--- config.mk ---
export PLATFORM = sky130hd
export DESIGN_NAME = wb_dest_pipe
export DESIGN_NICKNAME = d
export VERILOG_FILES = /design/src/rtl/wb_dest_pipe_pkg.sv /design/src/rtl/wb_stage_slot.sv /design/src/rtl/wb_dest_pipe.sv
export SDC_FILE = /design/constraint.sdc
export NUM_CORES = 1
export LEC_CHECK = 0
export ABC_AREA = 1
export CAP_MARGIN = 0
export CORE_MARGIN = 5
export CORE_UTILIZATION = 43
export CTS_CLUSTER_DIAMETER = 60
export DETAILED_ROUTE_END_ITERATION = 10
export PLACE_DENSITY = 0.7
export SYNTH_ARGS = -nofsm -noshare
export SYNTH_HDL_FRONTEND = slang
export SYNTH_SLANG_ARGS = --single-unit
--- constraint.sdc ---
create_clock -name clk -period 1.9 [get_ports clk]
set_clock_uncertainty 0.05 [all_clocks]
set_input_delay 0.38 -clock clk [delete_from_list [all_inputs] [get_ports clk]]
set_output_delay 0.38 -clock clk [all_outputs]
set_load 0.1 [all_outputs]
--- src/rtl/wb_dest_pipe_pkg.sv ---
// rtl/wb_dest_pipe_pkg.sv - slot type, writeback source codes and slot helpers
package wb_dest_pipe_pkg;

    localparam logic [1:0] WB_SRC_ALU = 2'd0;
    localparam logic [1:0] WB_SRC_MEM = 2'd1;
    localparam logic [1:0] WB_SRC_PC4 = 2'd2;

    typedef struct packed {
        logic       valid;
        logic [4:0] wbsel;
        logic       is_load;
        logic       has_link;
    } slot_t;

    localparam slot_t BUBBLE = '0;

    // Flags are dropped for $0 so forwarding can never match it; link wins over load.
    function automatic slot_t make_slot(input logic [4:0] wbsel, input logic is_load,
                                        input logic has_link);
        slot_t s;
        s.valid    = 1'b1;
        s.wbsel    = wbsel;
        s.has_link = has_link && (wbsel != 5'd0);
        s.is_load  = is_load && !has_link && (wbsel != 5'd0);
        return s;
    endfunction

    function automatic logic [1:0] wb_src(input slot_t s);
        if (s.is_load)
            return WB_SRC_MEM;
        else if (s.has_link)
            return WB_SRC_PC4;
        else
            return WB_SRC_ALU;
    endfunction

endpackage

--- src/rtl/wb_stage_slot.sv ---
// rtl/wb_stage_slot.sv - one pipeline slot register with clear and bubble insert
module wb_stage_slot
    import wb_dest_pipe_pkg::*;
(
    input  logic  clk,
    input  logic  clear,
    input  logic  bubble,
    input  slot_t d,
    output slot_t q
);

    always_ff @(posedge clk) begin
        if (clear || bubble)
            q <= BUBBLE;
        else
            q <= d;
    end

endmodule

--- src/rtl/wb_dest_pipe.sv ---
// rtl/wb_dest_pipe.sv - destination/writeback-class pipe from ID to WB with stall/flush counters
module wb_dest_pipe
    import wb_dest_pipe_pkg::*;
#(
    parameter int CNT_W = 32
) (
    input  logic             clk,
    input  logic             rst,
    input  logic             ID_valid,
    input  logic [4:0]       ID_WBSel,
    input  logic             ID_is_load,
    input  logic             ID_has_link,
    input  logic             stall,
    input  logic             flush,
    output logic [4:0]       EX_WBSel,
    output logic             EX_is_load,
    output logic             EX_has_link,
    output logic [4:0]       MEM_WBSel,
    output logic             MEM_is_load,
    output logic             MEM_has_link,
    output logic [4:0]       WB_WBSel,
    output logic             WB_RegWrite,
    output logic [1:0]       WB_Src,
    output logic [CNT_W-1:0] stall_cnt,
    output logic [CNT_W-1:0] flush_cnt
);

    slot_t id_slot, ex_q, mem_q, wb_q;
    logic  ex_bubble;

    assign id_slot   = make_slot(ID_WBSel, ID_is_load, ID_has_link);
    assign ex_bubble = stall || flush || !ID_valid;

    wb_stage_slot u_ex (
        .clk    (clk),
        .clear  (rst),
        .bubble (ex_bubble),
        .d      (id_slot),
        .q      (ex_q)
    );

    wb_stage_slot u_mem (
        .clk    (clk),
        .clear  (rst),
        .bubble (1'b0),
        .d      (ex_q),
        .q      (mem_q)
    );

    wb_stage_slot u_wb (
        .clk    (clk),
        .clear  (rst),
        .bubble (1'b0),
        .d      (mem_q),
        .q      (wb_q)
    );

    assign EX_WBSel     = ex_q.wbsel;
    assign EX_is_load   = ex_q.is_load;
    assign EX_has_link  = ex_q.has_link;
    assign MEM_WBSel    = mem_q.wbsel;
    assign MEM_is_load  = mem_q.is_load;
    assign MEM_has_link = mem_q.has_link;
    assign WB_WBSel     = wb_q.wbsel;
    assign WB_RegWrite  = wb_q.valid && (wb_q.wbsel != 5'd0);
    assign WB_Src       = wb_src(wb_q);

    always_ff @(posedge clk) begin
        if (rst) begin
            stall_cnt <= '0;
            flush_cnt <= '0;
        end else begin
            if (stall)
                stall_cnt <= stall_cnt + CNT_W'(1);
            if (flush)
                flush_cnt <= flush_cnt + CNT_W'(1);
        end
    end

endmodule

* Word level (Yosys, flattened, before mapping)
Index checks and enable logic that the tools add are counted.
** Storage, ports and cells
- Register bits after elaboration :: 88
- Input bits :: 12
- Logic and storage cells :: 30
- Bits in latches :: 0
- Memory bits (writable) :: 0
- Memories kept :: 0
- Memory bits (read-only) :: 0
- Output and inout port bits :: 86
** Operators by class
- Multiply operators :: 0
- Bitwise operators :: 0
- Add/sub/neg operators :: 2
- Muxes and demuxes :: 3
- Reductions and logical operators :: 11
- Shift operators :: 0
- Magnitude comparators :: 0
- Eq/ne operators :: 0
- Divide/modulo/power cells :: 0
** Operators by type and width (count)
- 32-bit by 1-bit adder with 32-bit output (second input constant) :: 2
- 5-bit nonzero test :: 2
- 8-bit two-way mux :: 1
- 1-bit logical AND :: 4
- 2-bit two-way mux :: 2
- 1-bit logical OR :: 3
- 1-bit logical NOT :: 2

* Logic depth before layout (Yosys ltp)
Gate-level depths: netlist of the first run.
- Word-level depth :: 4
- Gate-level depth with buffers :: 9

* Hierarchy
A second synthesis of the first run with hierarchy kept.
** Unflattened totals
- Cells, all modules :: 655
- Area total of the unflattened synthesis :: 4475.5 um2
** Modules (own cells, without submodules)
- wb_dest_pipe :: instances 1, area each 3698.5 um2, cells an instance 574
- wb_stage_slot :: instances 3, area each 259.0 um2, cells an instance 27

* Worst setup path after synthesis of the first run
No wires, ideal clock.
- Kind :: register -> register
- Start point :: register stall_cnt[0]
- End point :: register stall_cnt[30]
- Period minus slack after synthesis :: 2.238 ns
- Buffers on the path :: 0
- Setup time :: 0.119 ns
- Arrival :: 2.068 ns
- Slack :: -0.338 ns
- Cell stages (with the launch flop) :: 9
- Cell sequence :: dfxtp_1 ha_1 nand3_1 nor2_1 nand2_1 nor2_4 nand3_1 nand2_1 nor2_1
** Between the ends
- Word-level cells in the longest chain between the ends :: 1
** Ends and longest elaborated chain
- start: declaration :: RTL line wb_dest_pipe.sv:24 : output logic [CNT_W-1:0] stall_cnt,
- start signal: assignment :: RTL line wb_dest_pipe.sv:74 : stall_cnt <= stall_cnt + CNT_W'(1);
- 32-bit by 1-bit adder with 32-bit output :: RTL line wb_dest_pipe.sv:74
No other way between the ends.
A chain may end at the register's enable or synchronous reset.

* Worst setup path in the final report of the first run
- Start point :: register u_wb.q[3] in the netlist's numbering
- End point :: output WB_RegWrite
** Between the ends
- Word-level cells in the longest chain between the ends :: 2
** Ends and longest elaborated chain
- start: declaration :: RTL line wb_stage_slot.sv:9 : output slot_t q
- start signal: assignment :: RTL line wb_stage_slot.sv:14 : q <= BUBBLE;
- start signal: assignment :: RTL line wb_stage_slot.sv:16 : q <= d;
- 5-bit nonzero test :: RTL line wb_dest_pipe.sv:65 : assign WB_RegWrite = wb_q.valid && (wb_q.wbsel != 5'd0);
- 1-bit logical AND :: RTL line wb_dest_pipe.sv:65
- end: declaration :: RTL line wb_dest_pipe.sv:22 : output logic WB_RegWrite,
No other way between the ends.

==> flow_metrics.env, run 1 <==
export IMPL_outcome="complete, no violations"
export IMPL_boundaryPins=98
export IMPL_synth_most_common_cell="sky130_fd_sc_hd__nor2_1"
export IMPL_async_reset_ff_frac=0
export IMPL_area_of_combinational_cells_with_multiple_inputs_um2=2330
export IMPL_core_rowCount=37
export IMPL_final_layout_size_suffix_gt1_frac=0.300
export IMPL_worst_hold_path_type="reg -> reg"
export IMPL_layout_setup_ws_ns=0.0666
export IMPL_placeableCoreArea_um2=10400
export IMPL_number_of_global_route_vias_before_repair=4364
export IMPL_netlist_area_leader_share=0.384
export IMPL_timing_critical_path_arrival_ns=1.40
export IMPL_detailed_place_area_um2=6560
export IMPL_worst_setup_hold_path_clk_slew_ns=0.08
export IMPL_final_min_clock_period_ns=1.83
export IMPL_netlist_top_cells_count="143 x sky130_fd_sc_hd__nor2_1, 139 x sky130_fd_sc_hd__nand2_1, 88 x sky130_fd_sc_hd__dfxtp_1"
export IMPL_place_inst=881
export IMPL_stdcell_count=899
export IMPL_area_growth_pct=48.0
export IMPL_floorplan_initialDensity=0.442
export IMPL_clock_latency_ns=0.36
export IMPL_fin_nets=772
export IMPL_antenna_cells=0
export IMPL_p_total_mw=3.51
export IMPL_yosys_cell_types_count=38
export IMPL_start_kind="register"
export IMPL_number_of_warnings_printed_during_yosys_synthesis=0
export IMPL_postLayoutCoreUtil=0.654
export IMPL_maximum_vdd_drop_v=0.000476
export IMPL_setup_worst_path_class="reg -> out"
export IMPL_timing_critical_path_to_type="output pin"
export IMPL_first_pass_grt_wire_length_um=20900
export IMPL_tritoncts_clock_tree="built"
export IMPL_die_x_um=113
export IMPL_report_final_setup_viol=0
export IMPL_stdcell_area_um2=6790
export IMPL_unrepaired_setup_endpoints_after_global_routing="yes"
export IMPL_critPathMaxFanout=2
export IMPL_post_route_drc_count=0
export IMPL_port_buffers=97
export IMPL_p_leak_nw=2.67
export IMPL_dp_slack_ns=-0.0583
export IMPL_seq_area_frac_synth=0.384
export IMPL_drv_cap=0
export IMPL_gr_usage_all_layers=0.199
export IMPL_detailedRoute_firstIterationViolations=264
export IMPL_detailedRoute_firstPassIterationCount=5
export IMPL_totalWireLength_um=12500
export IMPL_number_of_nets_in_the_synthesized_netlist=676
export IMPL_maximum_number_of_pins_on_one_net_before_global_route_repair=25
export IMPL_timing_max_transition_violations_final=0
export IMPL_top_ff_cell_synth="sky130_fd_sc_hd__dfxtp_1"
export IMPL_postSynthCellCount=662
export IMPL_ant_nets=0
export IMPL_ctsLongestPathBuffers=2
export IMPL_max_slew_margin_rel=0.716
export IMPL_clock_fmax_mhz=545
export IMPL_place_congestion=0.940
export IMPL_design_die_area_um2=12800
export IMPL_edff_count_synth=0
export IMPL_place_detailed_hpwl_um=9890
export IMPL_post_synth_instance_area_um2=4580
export IMPL_min_period_over_period=0.965
export IMPL_synthesis_area_per_instance_um2=6.92
export IMPL_timing_worst_slew_pin_value_ns=0.423
export IMPL_clock_sink_count=88
export IMPL_critPathRequiredTime_ns=1.47
export IMPL_cts_root_buffer_cell="sky130_fd_sc_hd__clkbuf_8"
export IMPL_layout_filler_cells=885
export IMPL_ys_ff_latch=88
export IMPL_grt_ovfl_total=0
export IMPL_drt_wirelength_per_cell_um=13.9
export IMPL_tritoncts_num_buffers=9
export IMPL_power_density_cell_area_nw_per_um2=517
export IMPL_die_height_um=113
export IMPL_synth_top_cell_by_area="sky130_fd_sc_hd__dfxtp_1"
export IMPL_final_hold_viol_count=0
export IMPL_vias=4471
export IMPL_area_sequential_um2=1820
export IMPL_grt_antenna_before_repair=0
export IMPL_htree_levels=3
export IMPL_drt_vias_per_instance=4.97
export IMPL_synth_area_leaders="sky130_fd_sc_hd__dfxtp_1 38%, sky130_fd_sc_hd__nor2_1 12%, sky130_fd_sc_hd__nand2_1 11%, sky130_fd_sc_hd__inv_1 5.8%, sky130_fd_sc_hd__nand3_1 4.7%"
worst paths after layout:
kind / endpoint / slack, ns / start / cells after the start
min reg2reg: u_mem.q[7] / 0.36 / u_ex.q[7] / 2
max: WB_RegWrite / 0.07 / u_wb.q[3] / 4
min: u_mem.q[7] / 0.36 / u_ex.q[7] / 2
max reg2reg: stall_cnt[26] / 0.16 / stall_cnt[1] / 9
worst max-delay path, stage by stage, from the launching register on:
cell and delay [ns]:
sky130_fd_sc_hd__dfxtp_2 0.33, sky130_fd_sc_hd__or2_4 0.24, sky130_fd_sc_hd__o41ai_2 0.19, sky130_fd_sc_hd__inv_1 0.12, sky130_fd_sc_hd__buf_12 0.18
final cells by class:
| type | instances | area share |
|---|---|---|
| clock inverter | 2 | 0.00553 |
| clock buffer | 14 | 0.0240 |
| tap | 136 | 0.0251 |
| inverter | 84 | 0.0468 |
| timing repair buffer | 112 | 0.287 |
| multi-input combinational | 463 | 0.344 |
| sequential | 88 | 0.268 |
routing by layer:
metal / share of wire / track usage / vias up
met2: 0.48 / 0.333 / 145
met3: 0.052 / 0.0299 / 16
li1: - / - / 2244
met4: 0.013 / 0.0633 / 0
met5: 0 / 0 / -
met1: 0.45 / 0.263 / 2066
layout by cell type, fill, tap and decap left out, types with 12 or more instances in the layout:
cell and count:
sky130_fd_sc_hd__dfxtp_2 45, sky130_fd_sc_hd__nor2_1 142, sky130_fd_sc_hd__dfxtp_1 43, sky130_fd_sc_hd__buf_12 86
sky130_fd_sc_hd__nor2_2 12, sky130_fd_sc_hd__nand3_1 43, sky130_fd_sc_hd__inv_1 71, sky130_fd_sc_hd__nand2_1 139
sky130_fd_sc_hd__nand4_1 15, sky130_fd_sc_hd__buf_4 15, sky130_fd_sc_hd__nor2_4 14, sky130_fd_sc_hd__a21oi_1 25
state kept, by name (all words and copies together), names as in the netlist:
name,cells
flush_cnt,32
stall_cnt,32
u_mem.q,8
u_wb.q,8
u_ex.q,8
power breakdown:
group	internal, mW	leakage (nW)	switching, mW
clock	0.683	0.0969	0.654
sequential	1.86	0.733	0.0225
combinational	0.106	1.84	0.185
timing repair:
| action | in CTS | in global routing |
|---|---|---|
| endpoints found under the hold margin | 0 | 0 |
| hold buffers | 0 | 0 |
| setup endpoints to repair | 1 | 1 |
| gates resized for setup | 4 | 0 |
| gates cloned | 0 | 0 |
| buffers inserted | 2 | 0 |
cell families (layout without fill, tap and decap cells):
group	Yosys count	in the layout	synth area share
xor+xnor	10	10	0.0191
flops	88	88	0.384
simple gates	408	408	0.432
compound gates	43	43	0.0500
fa+ha+maj	2	2	0.00546
buf+inv	111	212	0.109
stage by stage:
step                hold slack, ns  setup TNS (ns)
floorplan                    0.338               0
global placement             0.345               0
detailed placement           0.353         -0.0885
CTS                          0.366               0
global route                 0.394        -0.00767
finish                       0.361               0
(Power assumes the default switching activity.)
==> run 2: changes to the inputs <==
==> constraint.sdc (replaced) <==
create_clock -name clk -period 2 [get_ports clk]
set_clock_uncertainty 0.05 [all_clocks]
set_input_delay 0.4 -clock clk [delete_from_list [all_inputs] [get_ports clk]]
set_output_delay 0.4 -clock clk [all_outputs]
set_load 0.1 [all_outputs]
==> flow_metrics.env, run 2 (synthesis gave the netlist of run 1 again) <==
export IMPL_drt_wirelength_per_cell_um=12.8
export IMPL_drv_cap=0
export IMPL_antenna_cells=0
export IMPL_gr_usage_all_layers=0.179
export IMPL_place_detailed_hpwl_um=8930
export IMPL_timing_critical_path_to_type="output pin"
export IMPL_cts_root_buffer_cell="sky130_fd_sc_hd__clkbuf_8"
export IMPL_timing_critical_path_arrival_ns=1.51
export IMPL_final_hold_viol_count=0
export IMPL_tritoncts_clock_tree="built"
export IMPL_worst_hold_path_type="reg -> reg"
export IMPL_reg_top3="flush_cnt x32, stall_cnt x32"
export IMPL_first_pass_grt_wire_length_um=19000
export IMPL_tritoncts_num_buffers=9
export IMPL_design_die_area_um2=12800
export IMPL_power_density_cell_area_nw_per_um2=514
export IMPL_grt_antenna_before_repair=0
export IMPL_boundaryPins=98
export IMPL_most_common_layout_cells="142 x sky130_fd_sc_hd__nor2_1, 139 x sky130_fd_sc_hd__nand2_1, 71 x sky130_fd_sc_hd__inv_1"
export IMPL_number_of_gates_given_a_new_drive_strength_after_cts=0
export IMPL_max_slew_margin_rel=0.709
export IMPL_unrepaired_setup_endpoints_after_global_routing="yes"
export IMPL_maximum_number_of_pins_on_one_net_before_global_route_repair=35
export IMPL_detailedRoute_firstIterationViolations=173
export IMPL_place_congestion=0.864
export IMPL_clock_fmax_mhz=511
export IMPL_ctsLongestPathBuffers=2
export IMPL_report_final_setup_viol=0
export IMPL_grt_ovfl_total=0
export IMPL_critical_path_buf_inv_count=2
export IMPL_maximum_vdd_drop_v=0.000424
export IMPL_port_buffers=97
export IMPL_p_leak_nw=2.55
export IMPL_dp_slack_ns=-0.0188
export IMPL_area_growth_pct=37.3
export IMPL_min_period_over_period=0.978
export IMPL_core_rowCount=37
export IMPL_die_height_um=113
export IMPL_critical_path_cell_chain="or2_4, o41ai_4, inv_1, buf_12"
export IMPL_critPathRequiredTime_ns=1.55
export IMPL_post_cts_hold_buffer_count=0
export IMPL_critical_path_max_stage_delay_ns=0.33
export IMPL_p_total_mw=3.24
export IMPL_layout_filler_cells=925
export IMPL_floorplan_initialDensity=0.442
export IMPL_drt_vias_per_instance=4.84
export IMPL_final_layout_size_suffix_gt1_frac=0.265
export IMPL_clock_latency_ns=0.36
export IMPL_cell_with_the_largest_stage_delay_on_the_worst_path="sky130_fd_sc_hd__dfxtp_2"
export IMPL_post_route_drc_count=0
export IMPL_start_kind="register"
export IMPL_layout_setup_ws_ns=0.0432
export IMPL_worst_setup_hold_path_clk_slew_ns=0.10
export IMPL_vias=4332
export IMPL_totalWireLength_um=11400
export IMPL_fin_nets=768
export IMPL_clock_sink_count=88
export IMPL_die_x_um=113
export IMPL_outcome="complete, no violations"
export IMPL_htree_levels=3
export IMPL_placeableCoreArea_um2=10400
export IMPL_timing_worst_slew_pin_value_ns=0.433
export IMPL_timing_max_transition_violations_final=0
export IMPL_number_of_global_route_vias_before_repair=4162
export IMPL_most_common_cell_after_layout_fill_and_taps_aside="sky130_fd_sc_hd__nor2_1"
export IMPL_detailedRoute_firstPassIterationCount=6
export IMPL_critical_path_s_top_delay_family="flip-flops"
export IMPL_final_min_clock_period_ns=1.96
export IMPL_post_cts_buffers=0
export IMPL_setup_worst_path_class="reg -> out"
export IMPL_ant_nets=0
export IMPL_critPathMaxFanout=2
[run 2: final timing paths]
path,from,to,slack [ns],depth (start not counted)
hold reg to reg,u_ex.q[7],u_mem.q[7],0.36,2
setup reg to reg,stall_cnt[0],stall_cnt[30],0.40,8
hold / removal,u_ex.q[7],u_mem.q[7],0.36,2
setup / recovery,u_wb.q[3],WB_RegWrite,0.04,4
[run 2: power breakdown]
part | leakage, nW | internal (mW) | switching (mW) | total [mW]
Sequential | 0.719 | 1.77 | 0.0158 | 1.78
Clock | 0.0961 | 0.488 | 0.714 | 1.20
Combinational | 1.73 | 0.0787 | 0.175 | 0.253
Total | 2.55 | 2.33 | 0.904 | 3.24
[run 2: layout make-up]
class	instances	area, um2	share of cell area
clock inverters	6	57.6	0.00915
clock buffers	10	128	0.0203
repair buffers	108	1490	0.237
flip-flops and latches	88	1790	0.284
well taps	136	170	0.0270
multi-input cells	463	2350	0.373
inverters	84	318	0.0505
[run 2: stage by stage]
| stage | utilization | setup TNS (ns) | hold slack [ns] | std cells | cell area [um2] |
|---|---|---|---|---|---|
| 6_report | 0.607 | 0 | 0.361 | 895 | 6290 |
| 5_1_grt | 0.607 | -0.0315 | 0.377 | 895 | 6290 |
| 4_1_cts | 0.605 | 0 | 0.361 | 895 | 6270 |
| 3_5_place_dp | 0.587 | -0.0200 | 0.349 | 879 | 6090 |
| 3_3_place_gp | 0.587 | 0 | 0.352 | 879 | 6090 |
| 2_1_floorplan | - | 0 | 0.338 | 662 | 4610 |
[run 2: per-layer routing]
layer  share of wire  global-route usage
met5               0                   0
met4           0.014              0.0529
met3           0.053              0.0455
met1            0.43               0.205
met2            0.51               0.325
[run 2: worst register-to-register path, delay by kind of cell (launching register included)]
kind	cells	cell delay, ns
and+or+nand+nor	7	0.86
DFF	1	0.38
adders and majority gates	1	0.23
==> run 3: changes to the inputs <==
--- a/config.mk
+++ b/config.mk
@@ -6,12 +6,13 @@
 export NUM_CORES = 1
 export LEC_CHECK = 0
 export ABC_AREA = 1
-export CAP_MARGIN = 0
-export CORE_MARGIN = 5
+export CAP_MARGIN = 20
+export CORE_MARGIN = 2
 export CORE_UTILIZATION = 43
 export CTS_CLUSTER_DIAMETER = 60
 export DETAILED_ROUTE_END_ITERATION = 10
 export PLACE_DENSITY = 0.7
+export SLEW_MARGIN = 20
 export SYNTH_ARGS = -nofsm -noshare
 export SYNTH_HDL_FRONTEND = slang
 export SYNTH_SLANG_ARGS = --single-unit
==> flow_metrics.env, run 3 (synthesis gave the netlist of run 1 again) <==
export IMPL_outcome="complete, no violations"
export IMPL_floorplan_initialDensity=0.444
export IMPL_die_x_um=107
export IMPL_final_layout_size_suffix_gt1_frac=0.265
export IMPL_place_congestion=0.864
export IMPL_antenna_cells=0
export IMPL_area_growth_pct=37.3
export IMPL_totalWireLength_um=11200
export IMPL_worst_setup_hold_path_clk_slew_ns=0.09
export IMPL_port_buffers=97
export IMPL_final_hold_viol_count=0
export IMPL_timing_max_transition_violations_final=0
export IMPL_critical_path_reg2reg_startpoint="stall_cnt[0]"
export IMPL_maximum_vdd_drop_v=0.000312
export IMPL_detailedRoute_firstPassIterationCount=4
export IMPL_critPathMaxFanout=2
export IMPL_most_common_layout_cells="142 x sky130_fd_sc_hd__nor2_1, 139 x sky130_fd_sc_hd__nand2_1, 71 x sky130_fd_sc_hd__inv_1"
export IMPL_die_height_um=107
export IMPL_maximum_number_of_pins_on_one_net_before_global_route_repair=25
export IMPL_area_of_combinational_cells_with_multiple_inputs_um2=2330
export IMPL_start_kind="register"
export IMPL_most_common_cell_after_layout_fill_and_taps_aside="sky130_fd_sc_hd__nor2_1"
export IMPL_r2r_end="stall_cnt[26]"
export IMPL_place_detailed_hpwl_um=8670
export IMPL_ant_nets=0
export IMPL_design_die_area_um2=11500
export IMPL_critical_path_max_stage_delay_ns=0.32
export IMPL_drt_vias_per_instance=4.84
export IMPL_grt_antenna_before_repair=0
export IMPL_max_slew_margin_rel=0.695
export IMPL_core_rowCount=37
export IMPL_htree_levels=3
export IMPL_r2r_slack_ns=0.36
export IMPL_number_of_global_route_vias_before_repair=4222
export IMPL_fin_nets=769
export IMPL_area_sequential_um2=1780
export IMPL_p_total_mw=3.39
export IMPL_p_leak_nw=2.55
export IMPL_clock_fmax_mhz=522
export IMPL_tritoncts_clock_tree="built"
export IMPL_hold_path_startpoint="u_mem.q[7]"
export IMPL_reg2reg_depth=9
export IMPL_vias=4328
export IMPL_reg_top3="flush_cnt x32, stall_cnt x32"
export IMPL_boundaryPins=98
export IMPL_detailedRoute_firstIterationViolations=91
export IMPL_clock_latency_ns=0.36
export IMPL_timing_critical_path_to_type="output pin"
export IMPL_report_final_setup_viol=0
export IMPL_fin_tns_setup_ns=0
export IMPL_hold_path_depth=2
export IMPL_clock_sink_count=88
export IMPL_setup_worst_path_class="reg -> out"
export IMPL_first_pass_grt_wire_length_um=19000
export IMPL_final_min_clock_period_ns=1.92
export IMPL_grt_ovfl_total=0
export IMPL_worst_hold_path_endpoint="u_wb.q[7]"
export IMPL_critical_path_cell_chain="or2_2, o41ai_2, inv_1, buf_12"
export IMPL_gr_usage_all_layers=0.205
export IMPL_critPathRequiredTime_ns=1.55
export IMPL_layout_filler_cells=917
export IMPL_placeableCoreArea_um2=10300
export IMPL_cell_with_the_largest_stage_delay_on_the_worst_path="sky130_fd_sc_hd__dfxtp_1"
export IMPL_ctsLongestPathBuffers=2
export IMPL_drt_wirelength_per_cell_um=12.5
export IMPL_unrepaired_setup_endpoints_after_global_routing="no"
export IMPL_drv_cap=0
export IMPL_timing_worst_slew_pin_value_ns=0.454
export IMPL_worst_hold_path_type="reg -> reg"
export IMPL_tritoncts_num_buffers=9
export IMPL_timing_critical_path_arrival_ns=1.47
export IMPL_min_period_over_period=0.958
export IMPL_power_density_cell_area_nw_per_um2=539
export IMPL_cts_root_buffer_cell="sky130_fd_sc_hd__clkbuf_8"
export IMPL_post_route_drc_count=0
run 3: cell count changes in the layout (fill, tap and decap cells not counted), sizes merged:
cell      change
inv           -6
clkinv        +2
buf           +1
clkinvlp      +1
bufinv        +2
run 3: routing by layer:
metal / routed length [um] / track usage
met4: 179 / 0.0705
met3: 553 / 0.0474
met2: 5570 / 0.358
met5: 0 / 0
met1: 4850 / 0.245
run 3: worst max-delay path by stage:
stage / from / to / slack (ns)
2_1_floorplan: flush_cnt[4] / flush_cnt[20] / 0.0008
3_5_place_dp: flush / flush_cnt[27] / -0.007
3_3_place_gp: flush / u_ex.q[1] / 0.04
6_report: u_wb.q[3] / WB_RegWrite / 0.08
4_1_cts: u_wb.q[3] / WB_RegWrite / 0.06
5_1_grt: u_wb.q[3] / WB_RegWrite / 0.01
run 3: area by class of cell:
| class | instances | share of cell area |
|---|---|---|
| Multi-Input combinational cell | 463 | 0.371 |
| Tap cell | 136 | 0.0270 |
| Clock buffer | 10 | 0.0219 |
| Timing Repair Buffer | 109 | 0.234 |
| Clock inverter | 5 | 0.0129 |
| Sequential cell | 88 | 0.283 |
| Inverter | 84 | 0.0505 |
run 3: what timing repair did:
| item | CTS | global route |
|---|---|---|
| setup buffers | 0 | 0 |
| hold buffers | 0 | 0 |
| gates resized for setup | 1 | 0 |
| endpoints found under the setup margin | 1 | 0 |
run 3: power breakdown:
part | internal, mW | switching, mW
combinational | 0.0745 | 0.175
clock | 0.731 | 0.630
sequential | 1.77 | 0.0151
run 3: per-stage QoR:
step / hold WS [ns] / instance area (um2) / util / worst slack (ns) / instances
after detailed placement: 0.354 / 6070 / 0.588 / -0.00696 / 880
after global placement: 0.349 / 6070 / 0.588 / 0.0357 / 880
after floorplan: 0.338 / 4610 / - / 0.000848 / 662
final: 0.357 / 6290 / 0.610 / 0.0830 / 895
after global routing: 0.385 / 6290 / 0.610 / 0.0139 / 895
after CTS: 0.355 / 6290 / 0.610 / 0.0634 / 895
run 3: worst max-delay path: cells and delay by family, from the launching register on:
| family | cells | cell delay [ns] |
|---|---|---|
| buf+inv | 2 | 0.29 |
| flops | 1 | 0.32 |
| compound gates | 1 | 0.21 |
| simple gates | 1 | 0.30 |
